[src/rtl/ras_ckpt_ctl.sv]
// ras_ckpt_ctl
//   Checkpoint and repair controller for the fetch-stage return address stack.
//   Each predicted branch gets a checkpoint {RAS pointer, top-of-stack value}
//   in a circular queue. Checkpoints retire in order. On a misprediction the
//   queue is truncated behind the branch and a short repair sequence is run:
//   restore the clobbered entry, replay the branch's own push if any, then
//   reload the RAS pointer. Fetch is stalled while the repair runs.
//
// Ports
//   clock, reset      core clock, asynchronous active-high reset
//   alloc_vld_i       checkpoint request from fetch (alloc_ptr_i, alloc_tos_i)
//   alloc_rdy_o       request accepted this cycle (combinational)
//   alloc_tag_o       tag handed to the branch (tail index, combinational)
//   ret_vld_i         oldest in-flight branch retired
//   mis_vld_i         mispredict resolved (mis_tag_i, mis_rasctl_i, mis_raddr_i)
//   mis_rdy_o         mispredict accepted this cycle (combinational)
//   flush_i           full pipeline flush, highest priority
//   rep_we_o          RAS entry write strobe (rep_addr_o, rep_data_o)
//   rep_vld_o         load rep_ptr_o into the RAS pointer (one-cycle pulse)
//   stall_o           fetch stall while repair runs
//   cnt_o             checkpoints in flight
module ras_ckpt_ctl #(
    parameter int DEPTH  = 8,
    parameter int TAG_W  = 3,
    parameter int PTR_W  = 4,
    parameter int DATA_W = 64
) (
    input  logic              clock,
    input  logic              reset,
    input  logic              alloc_vld_i,
    input  logic [PTR_W-1:0]  alloc_ptr_i,
    input  logic [DATA_W-1:0] alloc_tos_i,
    output logic              alloc_rdy_o,
    output logic [TAG_W-1:0]  alloc_tag_o,
    input  logic              ret_vld_i,
    input  logic              mis_vld_i,
    input  logic [TAG_W-1:0]  mis_tag_i,
    input  logic [1:0]        mis_rasctl_i,
    input  logic [DATA_W-1:0] mis_raddr_i,
    output logic              mis_rdy_o,
    input  logic              flush_i,
    output logic              rep_we_o,
    output logic [PTR_W-1:0]  rep_addr_o,
    output logic [DATA_W-1:0] rep_data_o,
    output logic              rep_vld_o,
    output logic [PTR_W-1:0]  rep_ptr_o,
    output logic              stall_o,
    output logic [TAG_W:0]    cnt_o
);

    localparam logic [TAG_W:0] DEPTH_C = DEPTH[TAG_W:0];

    typedef enum logic [1:0] {
        IDLE    = 2'd0,
        RESTORE = 2'd1,
        FIX     = 2'd2
    } state_t;

    state_t state, state_nxt;

    logic [PTR_W-1:0]  ptr_mem [DEPTH];
    logic [DATA_W-1:0] tos_mem [DEPTH];

    logic [TAG_W-1:0]  head, tail, head_nxt, mis_off;
    logic [TAG_W:0]    count, mis_cnt;
    logic              alloc_fire, ret_fire, mis_acc;

    logic [PTR_W-1:0]  sav_ptr;
    logic [DATA_W-1:0] sav_tos, sav_raddr;
    logic [1:0]        sav_ctl;

    // Pointer value the RAS must hold once the resolved branch's own action
    // has been replayed on top of the restored state.
    function automatic logic [PTR_W-1:0] repaired_ptr(input logic [PTR_W-1:0] p,
                                                     input logic [1:0] ctl);
        case (ctl)
            2'b01:   repaired_ptr = p + PTR_W'(1);
            2'b10:   repaired_ptr = p - PTR_W'(1);
            default: repaired_ptr = p;
        endcase
    endfunction

    assign alloc_rdy_o = (state == IDLE) & ~mis_vld_i & ~flush_i & (count < DEPTH_C);
    assign mis_rdy_o   = (state == IDLE) & ~flush_i;
    assign alloc_tag_o = tail;
    assign cnt_o       = count;

    assign alloc_fire = alloc_vld_i & alloc_rdy_o;
    assign ret_fire   = ret_vld_i & (count != '0) & ~flush_i;
    assign head_nxt   = head + TAG_W'(ret_fire);

    // Tag distance from head wraps naturally because DEPTH is 2**TAG_W.
    assign mis_off = mis_tag_i - head;
    assign mis_acc = mis_vld_i & mis_rdy_o & ({1'b0, mis_off} < count);

    // Kept range runs from the (possibly advanced) head up to the branch.
    // If the branch itself retires this cycle nothing is left in flight.
    assign mis_cnt = (ret_fire && (mis_tag_i == head)) ? '0
                   : {1'b0, mis_tag_i - head_nxt} + (TAG_W+1)'(1);

    // ---- queue control ----
    always_ff @(posedge clock or posedge reset) begin
        if (reset) begin
            head    <= '0;
            tail    <= '0;
            count   <= '0;
            sav_ctl <= '0;
        end else if (flush_i) begin
            head  <= '0;
            tail  <= '0;
            count <= '0;
        end else begin
            head <= head_nxt;
            if (mis_acc) begin
                tail    <= mis_tag_i + TAG_W'(1);
                count   <= mis_cnt;
                sav_ctl <= mis_rasctl_i;
            end else begin
                if (alloc_fire)
                    tail <= tail + TAG_W'(1);
                count <= count + (TAG_W+1)'(alloc_fire) - (TAG_W+1)'(ret_fire);
            end
        end
    end

    // ---- checkpoint storage and repair capture (data only) ----
    always_ff @(posedge clock) begin
        if (alloc_fire) begin
            ptr_mem[tail] <= alloc_ptr_i;
            tos_mem[tail] <= alloc_tos_i;
        end
        if (mis_acc) begin
            sav_ptr   <= ptr_mem[mis_tag_i];
            sav_tos   <= tos_mem[mis_tag_i];
            sav_raddr <= mis_raddr_i;
        end
    end

    // ---- repair FSM: state register ----
    always_ff @(posedge clock or posedge reset) begin
        if (reset)
            state <= IDLE;
        else
            state <= state_nxt;
    end

    // ---- repair FSM: next state ----
    always_comb begin
        state_nxt = state;
        if (flush_i) begin
            state_nxt = IDLE;
        end else begin
            case (state)
                IDLE:    if (mis_acc) state_nxt = RESTORE;
                // Only a replayed push (01/11) needs the extra FIX write.
                RESTORE: state_nxt = sav_ctl[0] ? FIX : IDLE;
                FIX:     state_nxt = IDLE;
                default: state_nxt = IDLE;
            endcase
        end
    end

    // ---- repair FSM: outputs ----
    // Strobes are masked by flush so an abandoned repair never writes the RAS.
    always_comb begin
        rep_we_o   = 1'b0;
        rep_addr_o = '0;
        rep_data_o = '0;
        rep_vld_o  = 1'b0;
        rep_ptr_o  = '0;
        stall_o    = 1'b0;
        case (state)
            RESTORE: begin
                stall_o    = 1'b1;
                rep_we_o   = ~flush_i;
                rep_addr_o = sav_ptr;
                rep_data_o = sav_tos;
                rep_vld_o  = ~sav_ctl[0] & ~flush_i;
                rep_ptr_o  = repaired_ptr(sav_ptr, sav_ctl);
            end
            FIX: begin
                stall_o    = 1'b1;
                rep_we_o   = ~flush_i;
                // push lands above the restored entry; pop-then-push overwrites it
                rep_addr_o = (sav_ctl == 2'b01) ? sav_ptr + PTR_W'(1) : sav_ptr;
                rep_data_o = sav_raddr;
                rep_vld_o  = ~flush_i;
                rep_ptr_o  = repaired_ptr(sav_ptr, sav_ctl);
            end
            default: ;
        endcase
    end

endmodule

[config.mk]
export PLATFORM = sky130hd
export DESIGN_NAME = ras_ckpt_ctl
export DESIGN_NICKNAME = d
export VERILOG_FILES = /design/src/rtl/ras_ckpt_ctl.sv
export SDC_FILE = /design/constraint.sdc
export NUM_CORES = 1
export LEC_CHECK = 0
export ABC_AREA = 1
export CAP_MARGIN = 20
export CORE_UTILIZATION = 55
export DETAILED_ROUTE_END_ITERATION = 16
export GPL_TIMING_DRIVEN = 0
export PLACE_DENSITY = 0.85
export SYNTH_ARGS = -nofsm -noshare
export SYNTH_HDL_FRONTEND = slang
export SYNTH_SLANG_ARGS = --single-unit
[constraint.sdc]
create_clock -name clock -period 19 [get_ports clock]
set_input_delay 4.75 -clock clock [delete_from_list [all_inputs] [get_ports clock]]
set_output_delay 4.75 -clock clock [all_outputs]
set_load 0.02 [all_outputs]
==> out/metrics.yaml <==
nets: 2690
synth.distinct_cells: 31
clk_latency_ps: 610
hold_class: "flip-flop to flip-flop"
cts_buffer_depth: 3
dp_cells: 3113
power_density_mw_per_mm2: 110
grt_max_degree: 86
async_flop_share: 0.0203
power_leakage_nw: 11.4
core.rowCount: 81
clock-root-buffer: "clkbuf_16"
synth_top_area_frac: 0.740
arrival_ps: 6010
fillers: 3164
drt_iter0_markers: 2999
ys_ff_latch: 690
seq_area_sq_mm: 0.0206
cts_max_level: 3
port_buffers: 224
outcome: "finished, final reports clean"
crit_buf_inv: 2
track_usage: 0.311
synthTopCellsByArea: "edfxtp_1, nand2_1, nor2_1"
timing.fmax_mhz: 92.9
synth_edf_count: 676
fin_crit_sh: 0.567
cts_tree: "built"
rsz0062_at_grt: "no"
setup_tns_ps: 0
syn_inst: 2168
pin_count: 227
grt_overflow_total: 0
start_util: 0.559
multiInputGateArea_sq_mm: 0.00600
vdd_drop_max_uv: 84.1
die_x_um: 225
antenna_found_initial: 10
slew_viol_final: 0
drive_gt1_frac: 0.0911
end_kind: "output port"
clock_skew_ps: 23.3
crit_type: "input port to output port"
seq_area_frac_synth: 0.752
grt_pass1_wl_mm: 115
setup_viol: 0
cp-start-kind: "input port"
yosys_warnings: 0
hold_viol: 0
die_y_um: 225
final_cells: 3238
synth_top_cell_by_area: "edfxtp_1"
cpMaxStageDelayCell: "clkdlybuf4s50_1"
path_delay_family: "buffers and inverters"
die_area_sq_mm: 0.0508
cpMostUsedCell: "clkdlybuf4s50_1"
dp_hpwl_mm: 51.6
whs_ps: 552
path_max_fanout: 3
cts_resized: 0
path_cells: "clkdlybuf4s50_1 > nor3_1 > clkdlybuf4s50_1"
cts_sinks: 690
cp_data_required_time_ps: 14250
routed-via-count: 19600
grt_pass1_vias: 19400
viasPerCell: 6.07
slew_headroom: 0.293
synth_common_cells: "edfxtp_1, nand2_1, nor2_1"
drtAntennaViolNets: 0
tightest_slew_ps: 1060
clkSlewWorstSetupHoldPaths_ps: 60
wire_per_inst_um: 24.4
critPathMaxStageDelay_ps: 630
wirelength_mm: 79.1
layout_min_cycle_time_ps: 10760
place_congestion: 0.865
cts_buffers: 69
drv_cap: 0
first_pass_iters: 6
post-cts-setup-buffers: 0
cts_hold_buf: 0
syn-num-nets: 2336
core_sq_mm: 0.0491
drc_errors: 0
syn_area_per_cell_sq_um: 12.7
syn-cell-area_sq_mm: 0.0274
synthToLayoutAreaGrowth_pct: 21.7
synthFlopType: "edfxtp_1"
synth.most_common_cell: "edfxtp_1"
-- registers in the layout, summed over array words and instances, names as in the netlist --
name and count:
sav_tos 64, alloc_tag_o 3, ptr_mem 32, tos_mem 512, sav_ptr 4, state 2, cnt_o 4, head 3
sav_ctl 2, sav_raddr 64
-- cell type report --
type | instances | share of cell area
clock buffers | 82 | 0.0544
well taps | 664 | 0.0249
plain buffers | 130 | 0.0200
repair buffers | 283 | 0.0875
flip-flops and latches | 690 | 0.618
multi-input cells | 1303 | 0.180
inverters | 45 | 0.00521
diodes | 5 | 0.000375
clock inverters | 36 | 0.00967
-- stage by stage --
stage | setup slack, ps | total power [mW] | cell area (sq um) | util
CTS | 8220 | 3.65 | 33400 | 0.680
global route | 8180 | 3.75 | 33400 | 0.681
finish | 8240 | 3.67 | 33400 | 0.681
floorplan | 8270 | 2.09 | 27400 | -
global placement | 4190 | 2.32 | 30500 | 0.622
detailed placement | 8230 | 2.35 | 31200 | 0.636
-- worst reg2reg max path, cell delays in order (launching register included) --
cell and delay, ps:
dfrtp_1 390, inv_1 100, ha_1 200, nand2_1 140, inv_1 130, nand3_2 150, inv_1 120, nand2_1 140
nor3_2 550, buf_6 260, buf_6 200, buf_4 260, buf_6 220
-- where the power goes --
group	switching (mW)	internal [mW]	total [mW]
clock network	0.566	0.762	1.33
registers	0.0303	1.76	1.79
logic	0.381	0.172	0.553
-- worst paths after layout --
| kind | from | end | slack [ps] | depth (start not counted) |
|---|---|---|---|---|
| setup reg to reg | state[0]$_DFFE_PP0P_ | tos_mem[1][28]$_DFFE_PP_ | 15850 | 12 |
| max in group asynchronous | reset | alloc_tag_o[2]$_DFFE_PP0P_ | 14090 | 2 |
| min in group asynchronous | reset | sav_ctl[1]$_DFFE_PP0P_ | 4530 | 2 |
| hold reg to reg | state[1]$_DFFE_PP0P_ | state[1]$_DFFE_PP0P_ | 550 | 2 |
| setup / recovery | mis_vld_i | alloc_rdy_o | 8240 | 3 |
| hold / removal | state[1]$_DFFE_PP0P_ | state[1]$_DFFE_PP0P_ | 550 | 2 |
-- placed cells by master, fill, tap and decap left out, types with 3 or more instances in the layout --
| cell type | count |
|---|---|
| nand2_1 | 379 |
| diode_2 | 5 |
| clkbuf_2 | 6 |
| o21ai_1 | 59 |
| o21ai_0 | 229 |
| dfrtp_1 | 14 |
| nor2_1 | 358 |
| buf_1 | 9 |
| xor2_1 | 4 |
| buf_4 | 14 |
| buf_2 | 33 |
| buf_8 | 5 |
| nand3_1 | 15 |
| inv_1 | 40 |
| edfxtp_1 | 676 |
| clkinv_1 | 12 |
| clkinv_2 | 16 |
| nor3_1 | 3 |
| clkbuf_16 | 71 |
| a21oi_1 | 141 |
| clkdlybuf4s50_1 | 224 |
| bufinv_16 | 6 |
| inv_2 | 4 |
| ha_1 | 22 |
| buf_6 | 61 |
| fa_1 | 3 |
| nor3_2 | 8 |
| a31oi_1 | 68 |
| clkbuf_1 | 71 |
-- kinds of logic after synthesis --
| group | Yosys count | share of synthesized area |
|---|---|---|
| adder cells (fa/ha/maj) | 25 | 0.0122 |
| AND/OR/NAND/NOR | 770 | 0.108 |
| AO/OA/AOI/OAI | 502 | 0.0952 |
| flip-flops | 690 | 0.752 |
| XOR/XNOR | 6 | 0.00191 |
| buffers and inverters | 175 | 0.0305 |
-- layer usage --
| metal | wire [um] | share of wire | track usage |
|---|---|---|---|
| met1 | 27200 | 0.34 | 0.382 |
| met3 | 10300 | 0.13 | 0.0849 |
| met4 | 4040 | 0.051 | 0.168 |
| met2 | 37600 | 0.48 | 0.502 |
| met5 | 60 | 0.00076 | 0 |
(Power assumes the default switching activity.)
